**config.mk**
```make
export PLATFORM = sky130hd
export DESIGN_NAME = instr_encoder_flat
export DESIGN_NICKNAME = d
export VERILOG_FILES = /design/src/rtl/instr_encoder_if.sv /design/src/rtl/instr_encoder.sv /design/src/flat_wrapper.sv
export SDC_FILE = /design/constraint.sdc
export NUM_CORES = 1
export LEC_CHECK = 0
export CAP_MARGIN = 10
export CORE_AREA = 5 5 132 134
export CTS_CLUSTER_SIZE = 16
export DETAILED_ROUTE_END_ITERATION = 7
export DIE_AREA = 0 0 137 139
export GPL_TIMING_DRIVEN = 0
export MAX_ROUTING_LAYER = met4
export RECOVER_POWER = 50
export SETUP_SLACK_MARGIN = 0.2
export SLEW_MARGIN = 30
export SYNTH_ARGS = -nofsm -noshare
export SYNTH_HDL_FRONTEND = slang
export SYNTH_SLANG_ARGS = --single-unit
```
**constraint.sdc**
```tcl
create_clock -name clk -period 22.1 [get_ports clk]
set_input_delay 6.63 -clock clk [delete_from_list [all_inputs] [get_ports clk]]
set_output_delay 6.63 -clock clk [all_outputs]
set_load 0.01 [all_outputs]
```
**src/rtl/instr_encoder_if.sv**
```systemverilog
// rtl/instr_encoder_if.sv - request/response bundle between an instruction requester and instr_encoder
interface instr_encoder_if #(
    parameter int DEPTH = 4
);
    localparam int CW = $clog2(DEPTH) + 1;

    logic          req_valid;
    logic          req_ready;
    logic [3:0]    req_kind;
    logic [3:0]    req_op;
    logic [4:0]    req_rd;
    logic [4:0]    req_rs1;
    logic [4:0]    req_rs2;
    logic [31:0]   req_imm;
    logic          out_valid;
    logic          out_ready;
    logic [31:0]   out_instr;
    logic          err_illegal;
    logic [CW-1:0] count;

    modport master (
        output req_valid, req_kind, req_op, req_rd, req_rs1, req_rs2, req_imm, out_ready,
        input  req_ready, out_valid, out_instr, err_illegal, count
    );

    modport slave (
        input  req_valid, req_kind, req_op, req_rd, req_rs1, req_rs2, req_imm, out_ready,
        output req_ready, out_valid, out_instr, err_illegal, count
    );
endinterface

```
**src/rtl/instr_encoder.sv**
```systemverilog
// rtl/instr_encoder.sv - RV32I instruction encoder with output word FIFO
// Define INSTR_ENC_LI_EN to enable the LI pseudo-op (LUI+ADDI expansion).
module instr_encoder #(
    parameter int DEPTH = 4
) (
    input  logic           clk,
    input  logic           rst_n,
    instr_encoder_if.slave bus
);
    localparam int AW = $clog2(DEPTH);
    localparam int CW = AW + 1;
    localparam logic [CW-1:0] DEPTH_C = CW'(DEPTH);
    localparam logic [31:0]   NOP     = 32'h0000_0013;

    localparam logic [3:0] K_OP     = 4'd0;
    localparam logic [3:0] K_OP_IMM = 4'd1;
    localparam logic [3:0] K_LOAD   = 4'd2;
    localparam logic [3:0] K_STORE  = 4'd3;
    localparam logic [3:0] K_BRANCH = 4'd4;
    localparam logic [3:0] K_JAL    = 4'd5;
    localparam logic [3:0] K_JALR   = 4'd6;
    localparam logic [3:0] K_LUI    = 4'd7;
    localparam logic [3:0] K_AUIPC  = 4'd8;
`ifdef INSTR_ENC_LI_EN
    localparam logic [3:0] K_LI     = 4'd9;
`endif

    // ALU operation codes shared with the decode-stage control unit
    localparam logic [3:0] ALU_OP_ADD  = 4'd0;
    localparam logic [3:0] ALU_OP_SUB  = 4'd1;
    localparam logic [3:0] ALU_OP_SLL  = 4'd2;
    localparam logic [3:0] ALU_OP_SLT  = 4'd3;
    localparam logic [3:0] ALU_OP_SLTU = 4'd4;
    localparam logic [3:0] ALU_OP_XOR  = 4'd5;
    localparam logic [3:0] ALU_OP_SRL  = 4'd6;
    localparam logic [3:0] ALU_OP_SRA  = 4'd7;
    localparam logic [3:0] ALU_OP_OR   = 4'd8;
    localparam logic [3:0] ALU_OP_AND  = 4'd9;
    localparam logic [3:0] ALU_OP_ID_A = 4'd10;
    localparam logic [3:0] ALU_OP_ID_B = 4'd11;

    localparam logic [6:0] OPC_OP     = 7'b0110011;
    localparam logic [6:0] OPC_OP_IMM = 7'b0010011;
    localparam logic [6:0] OPC_LOAD   = 7'b0000011;
    localparam logic [6:0] OPC_STORE  = 7'b0100011;
    localparam logic [6:0] OPC_BRANCH = 7'b1100011;
    localparam logic [6:0] OPC_JAL    = 7'b1101111;
    localparam logic [6:0] OPC_JALR   = 7'b1100111;
    localparam logic [6:0] OPC_LUI    = 7'b0110111;
    localparam logic [6:0] OPC_AUIPC  = 7'b0010111;

    function automatic logic [31:0] enc_r(input logic [6:0] f7, input logic [4:0] rs2,
                                          input logic [4:0] rs1, input logic [2:0] f3,
                                          input logic [4:0] rd, input logic [6:0] opc);
        return {f7, rs2, rs1, f3, rd, opc};
    endfunction

    function automatic logic [31:0] enc_i(input logic [11:0] i12, input logic [4:0] rs1,
                                          input logic [2:0] f3, input logic [4:0] rd,
                                          input logic [6:0] opc);
        return {i12, rs1, f3, rd, opc};
    endfunction

    function automatic logic [31:0] enc_s(input logic [11:0] i12, input logic [4:0] rs2,
                                          input logic [4:0] rs1, input logic [2:0] f3);
        return {i12[11:5], rs2, rs1, f3, i12[4:0], OPC_STORE};
    endfunction

    function automatic logic [31:0] enc_b(input logic [12:0] i13, input logic [4:0] rs2,
                                          input logic [4:0] rs1, input logic [2:0] f3);
        return {i13[12], i13[10:5], rs2, rs1, f3, i13[4:1], i13[11], OPC_BRANCH};
    endfunction

    function automatic logic [31:0] enc_j(input logic [20:0] i21, input logic [4:0] rd);
        return {i21[20], i21[10:1], i21[11], i21[19:12], rd, OPC_JAL};
    endfunction

    function automatic logic [31:0] enc_u(input logic [19:0] hi, input logic [4:0] rd,
                                          input logic [6:0] opc);
        return {hi, rd, opc};
    endfunction

    logic [31:0]   mem [DEPTH];
    logic [AW-1:0] wr_ptr;
    logic [AW-1:0] rd_ptr;
    logic [CW-1:0] cnt;
    logic          err_q;

    logic [31:0] imm;
    logic [2:0]  alu_f3;
    logic        alu_alt;
    logic        alu_bad;
    logic        alu_shift;
    logic        fits_i;
    logic        fits_b;
    logic        fits_j;
    logic        shamt_ok;
    logic        illegal;
    logic [1:0]  need;
    logic [31:0] w0;
`ifdef INSTR_ENC_LI_EN
    logic [31:0] w1;
    logic [19:0] li_hi;
`endif
    logic [CW-1:0] free;
    logic          accept;
    logic          pop;

    always_comb begin
        alu_f3    = 3'b000;
        alu_alt   = 1'b0;
        alu_bad   = 1'b0;
        alu_shift = 1'b0;
        case (bus.req_op)
            ALU_OP_ADD:  alu_f3 = 3'b000;
            ALU_OP_SUB:  begin alu_f3 = 3'b000; alu_alt = 1'b1; end
            ALU_OP_SLL:  begin alu_f3 = 3'b001; alu_shift = 1'b1; end
            ALU_OP_SLT:  alu_f3 = 3'b010;
            ALU_OP_SLTU: alu_f3 = 3'b011;
            ALU_OP_XOR:  alu_f3 = 3'b100;
            ALU_OP_SRL:  begin alu_f3 = 3'b101; alu_shift = 1'b1; end
            ALU_OP_SRA:  begin alu_f3 = 3'b101; alu_shift = 1'b1; alu_alt = 1'b1; end
            ALU_OP_OR:   alu_f3 = 3'b110;
            ALU_OP_AND:  alu_f3 = 3'b111;
            ALU_OP_ID_A, ALU_OP_ID_B: alu_bad = 1'b1;
            default:     alu_bad = 1'b1;
        endcase
    end

    // Range checks reduce to "all bits above the field equal the field's sign bit"
    assign imm      = bus.req_imm;
    assign fits_i   = (&imm[31:11]) | ~(|imm[31:11]);
    assign fits_b   = ~imm[0] & ((&imm[31:12]) | ~(|imm[31:12]));
    assign fits_j   = ~imm[0] & ((&imm[31:20]) | ~(|imm[31:20]));
    assign shamt_ok = ~(|imm[31:5]);
`ifdef INSTR_ENC_LI_EN
    // (imm + 0x800) >> 12: the low half carries into bit 12 exactly when imm[11] is set
    assign li_hi    = imm[31:12] + {19'd0, imm[11]};
`endif

    always_comb begin
        illegal = 1'b0;
        need    = 2'd1;
        w0      = NOP;
`ifdef INSTR_ENC_LI_EN
        w1      = NOP;
`endif
        case (bus.req_kind)
            K_OP: begin
                illegal = alu_bad;
                w0 = enc_r({1'b0, alu_alt, 5'd0}, bus.req_rs2, bus.req_rs1, alu_f3,
                           bus.req_rd, OPC_OP);
            end
            K_OP_IMM: begin
                if (alu_shift) begin
                    illegal = ~shamt_ok;
                    w0 = enc_r({1'b0, alu_alt, 5'd0}, imm[4:0], bus.req_rs1, alu_f3,
                               bus.req_rd, OPC_OP_IMM);
                end else begin
                    illegal = alu_bad | (bus.req_op == ALU_OP_SUB) | ~fits_i;
                    w0 = enc_i(imm[11:0], bus.req_rs1, alu_f3, bus.req_rd, OPC_OP_IMM);
                end
            end
            K_LOAD: begin
                illegal = (bus.req_op[2:0] == 3'b011) | (bus.req_op[2:0] == 3'b110) |
                          (bus.req_op[2:0] == 3'b111) | ~fits_i;
                w0 = enc_i(imm[11:0], bus.req_rs1, bus.req_op[2:0], bus.req_rd, OPC_LOAD);
            end
            K_STORE: begin
                illegal = (bus.req_op[2:0] > 3'b010) | ~fits_i;
                w0 = enc_s(imm[11:0], bus.req_rs2, bus.req_rs1, bus.req_op[2:0]);
            end
            K_BRANCH: begin
                illegal = (bus.req_op[2:1] == 2'b01) | ~fits_b;
                w0 = enc_b(imm[12:0], bus.req_rs2, bus.req_rs1, bus.req_op[2:0]);
            end
            K_JAL: begin
                illegal = ~fits_j;
                w0 = enc_j(imm[20:0], bus.req_rd);
            end
            K_JALR: begin
                illegal = ~fits_i;
                w0 = enc_i(imm[11:0], bus.req_rs1, 3'b000, bus.req_rd, OPC_JALR);
            end
            K_LUI:   w0 = enc_u(imm[31:12], bus.req_rd, OPC_LUI);
            K_AUIPC: w0 = enc_u(imm[31:12], bus.req_rd, OPC_AUIPC);
`ifdef INSTR_ENC_LI_EN
            K_LI: begin
                if (fits_i) begin
                    w0 = enc_i(imm[11:0], 5'd0, 3'b000, bus.req_rd, OPC_OP_IMM);
                end else begin
                    w0   = enc_u(li_hi, bus.req_rd, OPC_LUI);
                    w1   = enc_i(imm[11:0], bus.req_rd, 3'b000, bus.req_rd, OPC_OP_IMM);
                    need = (imm[11:0] != 12'd0) ? 2'd2 : 2'd1;
                end
            end
`endif
            default: illegal = 1'b1;
        endcase
        if (illegal) begin
            need = 2'd0;
        end
    end

    // Space is judged on the registered count only; a same-cycle pop never helps
    assign free          = DEPTH_C - cnt;
    assign bus.req_ready = rst_n & (free >= CW'(need));
    assign accept        = bus.req_valid & bus.req_ready;
    assign bus.out_valid = (cnt != '0);
    assign pop           = bus.out_valid & bus.out_ready;
    assign bus.out_instr = bus.out_valid ? mem[rd_ptr] : NOP;
    assign bus.count     = cnt;
    assign bus.err_illegal = err_q;

    always_ff @(posedge clk) begin
        if (!rst_n) begin
            wr_ptr <= '0;
            rd_ptr <= '0;
            cnt    <= '0;
            err_q  <= 1'b0;
        end else begin
            err_q <= accept & illegal;
            if (accept) begin
                wr_ptr <= wr_ptr + AW'(need);
            end
            if (pop) begin
                rd_ptr <= rd_ptr + 1'b1;
            end
            cnt <= cnt + (accept ? CW'(need) : '0) - CW'(pop);
        end
    end

    always_ff @(posedge clk) begin
        if (accept && need != 2'd0) begin
            mem[wr_ptr] <= w0;
        end
`ifdef INSTR_ENC_LI_EN
        if (accept && need == 2'd2) begin
            mem[wr_ptr + 1'b1] <= w1;
        end
`endif
    end
endmodule
```
**src/flat_wrapper.sv**
```systemverilog
// flat-port wrapper written by rule: the top's interface ports become plain ports
module instr_encoder_flat 
#(
    parameter int DEPTH = 4
)
  (clk, rst_n, bus_req_valid, bus_req_kind, bus_req_op, bus_req_rd, bus_req_rs1, bus_req_rs2, bus_req_imm, bus_out_ready, bus_req_ready, bus_out_valid, bus_out_instr, bus_err_illegal, bus_count);
  instr_encoder_if #(.DEPTH(DEPTH)) bus_i ();
  input  logic clk;
  input  logic rst_n;
  input wire logic [$bits(bus_i.req_valid)-1:0] bus_req_valid;
  input wire logic [$bits(bus_i.req_kind)-1:0] bus_req_kind;
  input wire logic [$bits(bus_i.req_op)-1:0] bus_req_op;
  input wire logic [$bits(bus_i.req_rd)-1:0] bus_req_rd;
  input wire logic [$bits(bus_i.req_rs1)-1:0] bus_req_rs1;
  input wire logic [$bits(bus_i.req_rs2)-1:0] bus_req_rs2;
  input wire logic [$bits(bus_i.req_imm)-1:0] bus_req_imm;
  input wire logic [$bits(bus_i.out_ready)-1:0] bus_out_ready;
  output wire logic [$bits(bus_i.req_ready)-1:0] bus_req_ready;
  output wire logic [$bits(bus_i.out_valid)-1:0] bus_out_valid;
  output wire logic [$bits(bus_i.out_instr)-1:0] bus_out_instr;
  output wire logic [$bits(bus_i.err_illegal)-1:0] bus_err_illegal;
  output wire logic [$bits(bus_i.count)-1:0] bus_count;
  assign bus_i.req_valid = bus_req_valid;
  assign bus_i.req_kind = bus_req_kind;
  assign bus_i.req_op = bus_req_op;
  assign bus_i.req_rd = bus_req_rd;
  assign bus_i.req_rs1 = bus_req_rs1;
  assign bus_i.req_rs2 = bus_req_rs2;
  assign bus_i.req_imm = bus_req_imm;
  assign bus_i.out_ready = bus_out_ready;
  assign bus_req_ready = bus_i.req_ready;
  assign bus_out_valid = bus_i.out_valid;
  assign bus_out_instr = bus_i.out_instr;
  assign bus_err_illegal = bus_i.err_illegal;
  assign bus_count = bus_i.count;
  instr_encoder #(.DEPTH(DEPTH)) u_core (.clk(clk), .rst_n(rst_n), .bus(bus_i));
endmodule
```
==> summary.txt, run 1 <==
Run status
  – Outcome: finished clean

CTS
  – Longest Clk Path Bufs: 2
  – PostCTS Resize Cnt: 0
  – Clk_lat worst skew: 0.42 ns
  – Clk slew on worst S/H paths: 0.07 ns
  – CTS Buf Count: 17
  – Htree depth: 4
  – CTS tree: done
  – Post-CTS Setup Bufs: 0
  – Hold buffer count at cts: 0
  – Clock root buffer: clkbuf_16
  – CTS sink count: 130

Power and ir drop
  – Leakage power figure: 2.80 nW
  – Final Power: 0.803 mW
  – VDD IR max: 0.0000447 V
  – Pwr/cell area: 97.8 nW/µm²

Floorplan
  – # IOs: 97
  – Initial Util: 39.0%
  – # rows: 47
  – Chip Width: 137 µm
  – Die area: 19,000 µm²
  – Chip Height: 139 µm
  – Core area: 16,200 µm²

Synth
  – Synthesized area per cell: 13.6 µm²
  – Sequential fraction of the synthesis area: 60.3%
  – Top FF cell, synth: edfxtp_1
  – Seq cells post-synth: 130
  – Post-synth EDFFs: 120
  – YS warnings: 0
  – Synthesized cell area: 6310 µm²
  – Async SR Flop Fraction: 0%
  – Post-synthesis cell count: 464
  – Synth unique cells: 57

Route
  – Metal1 wirelength: 7140 µm
  – Total wire length: 17,000 µm
  – Number of iterations in the first detailed-routing pass: 5
  – DR DRC count: 0
  – DR top layer: met4
  – DR vias: 4,562
  – Avg Vias per Cell: 5.50
  – Wire length on met3: 1140 µm
  – Routed met2 length: 8250 µm
  – Final antenna-violating net count: 0
  – Initial DRC count: 382
  – Routed WL per cell: 20.5 µm

Worst setup path
  – CP Class: input pin to output port
  – Worst path cell trace: clkdlybuf4s50_1 > nor4_1 > nand3_1 > nor4_1 > a211oi_2 > nor2_1 > ha_1 > o31a_1 > clkdlybuf4s50_1
  – Worst EP arrival: 10.01 ns
  – Slowest-stage cell, CP: nor4_1
  – Max stage delay on crit path: 0.61 ns
  – Reg2reg path depth: 10
  – WP data required: 15.47 ns
  – Critical Path Fanout Max: 7
  – Critical Path End Type: output port
  – Critical Path Start Type: input pin

STA
  – Clk_skew: 0.0163 ns
  – Final WS setup: 5.46 ns
  – Fin crit share: 75.3%
  – RSZ-0062 raised after global routing: no
  – Final hold violation count: 0
  – FMAX: 0.0601 GHz
  – Max_slew headroom: 37.3%
  – Setup TNS: 0 ns
  – Min cycle time layout: 16.64 ns
  – Fin. max-slew vios: 0
  – Final setup violation count: 0
  – Fin Hold WS: 0.523 ns
  – Slew @ Worst Pin: 0.931 ns

GRT
  – Total track usage: 19.0%
  – Global-route wire length before repair: 26,500 µm
  – Grt ovf: 0
  – Initial antenna violation count: 0
  – Largest net degree at the start of global routing: 17
  – Vias in the first global route: 4,606

Place
  – Pre-CTS setup slack: 5.53 ns
  – Hpwl dp: 12,800 µm
  – Routability Congestion: 0.895
  – Placed insts: 798
  – Port bufs: 90
  – Post-DP Area: 7640 µm²

Layout
  – Area Overhead vs Synth: 30.1%
  – Commonest non-fill, non-tap cells in the layout: edfxtp_1, clkdlybuf4s50_1, nand2_1
  – Commonest non-fill, non-tap cell in the layout: edfxtp_1
  – Layout cells sized above 1: 17.0%
  – Final Net Count: 663
  – Antenna cells: 0
  – Fin area: 8210 µm²
  – Non-Filler Instances: 830
  – Fin util: 50.8%

Min path
  – Hold Path Class: flop to flop
  – Hold path cells: 2

Run
  – MaxCap Viol Count: 0
final cells by class:
cell class	instances	area [µm²]
Fill cell	1404	7960
Clock buffer	19	433
Tap cell	220	275
Clock inverter	13	136
Buffer	31	133
Multi-Input combinational cell	293	2360
Sequential cell	130	3800
Inverter	11	41.3
Timing Repair Buffer	113	1030
where the power goes:
part | internal [mW] | leakage, nW | total [mW] | switching [mW]
registers | 0.280 | 1.18 | 0.285 | 0.00549
clock network | 0.165 | 0.259 | 0.268 | 0.103
logic | 0.132 | 1.36 | 0.250 | 0.118
total | 0.577 | 2.80 | 0.803 | 0.226
cell families after synthesis:
kind of cell / synth area share [%]
flip-flops: 60.3
AND/OR/NAND/NOR: 13.6
adder cells (fa/ha/maj): 1.51
XOR/XNOR: 0.694
buffers and inverters: 2.80
other: 0.0594
multiplexers: 11.2
AO/OA/AOI/OAI: 9.82
synth_stat cells, types with 2 or more instances:
library cell | n | area share [%]
nor2b_1 | 20 | 2.0
edfxtp_1 | 120 | 57
a22o_1 | 5 | 0.69
ha_1 | 6 | 1.2
o31ai_1 | 3 | 0.36
buf_1 | 2 | 0.12
dfxtp_1 | 10 | 3.2
o21ai_0 | 18 | 1.4
nand3_1 | 8 | 0.63
nor4_1 | 11 | 1.1
a221oi_1 | 4 | 0.56
nor3b_1 | 3 | 0.36
and4_1 | 2 | 0.28
a21oi_1 | 23 | 1.8
clkbuf_1 | 18 | 1.1
buf_4 | 2 | 0.24
inv_1 | 11 | 0.65
a31oi_1 | 2 | 0.20
mux2i_1 | 2 | 0.32
and2_1 | 36 | 3.6
nand2b_1 | 10 | 0.99
xnor2_1 | 4 | 0.56
nor3_1 | 4 | 0.32
nand3b_1 | 2 | 0.24
a22oi_1 | 4 | 0.48
o22ai_1 | 7 | 0.69
nand2_1 | 36 | 2.1
a21o_1 | 5 | 0.59
nor2_1 | 14 | 0.83
nand4_1 | 4 | 0.40
buf_2 | 9 | 0.71
a311oi_1 | 5 | 0.69
mux4_2 | 30 | 11
critical path, delay by kind of cell:
kind,cells,cell delay [ns]
buf+inv,2,1.01
simple gates,4,1.56
compound gates,2,0.55
fa+ha+maj,1,0.25
path summary, 6_finish.rpt:
| check | startpoint | to | slack, ns |
|---|---|---|---|
| hold reg to reg | u_core.wr_ptr[0] | u_core.wr_ptr[0] | 0.52 |
| hold / removal | u_core.wr_ptr[0] | u_core.wr_ptr[0] | 0.52 |
| setup reg to reg | u_core.bus.count[1] | u_core.mem[0][27] | 18.99 |
| setup / recovery | bus_req_imm[31] | bus_req_ready | 5.46 |
flip-flops by register name (all words and copies together), names as in the netlist, named ones only:
name,count
u_core.bus.count,3
u_core.wr_ptr,2
u_core.rd_ptr,2
u_core.bus.err_illegal,1
u_core.mem,120
routing by layer:
layer / global-route usage [%] / vias to the layer above
met5: - / -
met4: 7.67 / 0
li1: - / 2068
met3: 3.37 / 35
met1: 24.7 / 2237
met2: 29.7 / 222
Power figures use the tool's default switching activity.
==> inputs of run 2 (changes only) <==
==> constraint.sdc (replaced) <==
create_clock -name clk -period 15.2 [get_ports clk]
set_input_delay 4.56 -clock clk [delete_from_list [all_inputs] [get_ports clk]]
set_output_delay 4.56 -clock clk [all_outputs]
set_load 0.01 [all_outputs]
==> results of run 2 <==
Same layout as run 1 (identical final DEF). Status: finished clean.
Among the figures that moved: setup slack after placement 5.53 ns -> 2.77 ns; setup slack after layout 5.46 ns -> 2.70 ns; register-to-register setup slack 18.99 ns -> 12.09 ns; total power 0.803 mW -> 1.17 mW; worst IR drop on VDD 0.0000447 V -> 0.0000650 V
==> inputs of run 3 (changes only) <==
==> constraint.sdc (replaced) <==
create_clock -name clk -period 11.2 [get_ports clk]
set_input_delay 3.36 -clock clk [delete_from_list [all_inputs] [get_ports clk]]
set_output_delay 3.36 -clock clk [all_outputs]
set_load 0.01 [all_outputs]
==> results of run 3 <==
Same layout as run 1 (identical final DEF). Status: finished clean.
Among the figures that moved: setup slack after placement 5.53 ns -> 1.17 ns; setup slack after layout 5.46 ns -> 1.10 ns; register-to-register setup slack 18.99 ns -> 8.09 ns; total power 0.803 mW -> 1.58 mW; worst IR drop on VDD 0.0000447 V -> 0.0000882 V
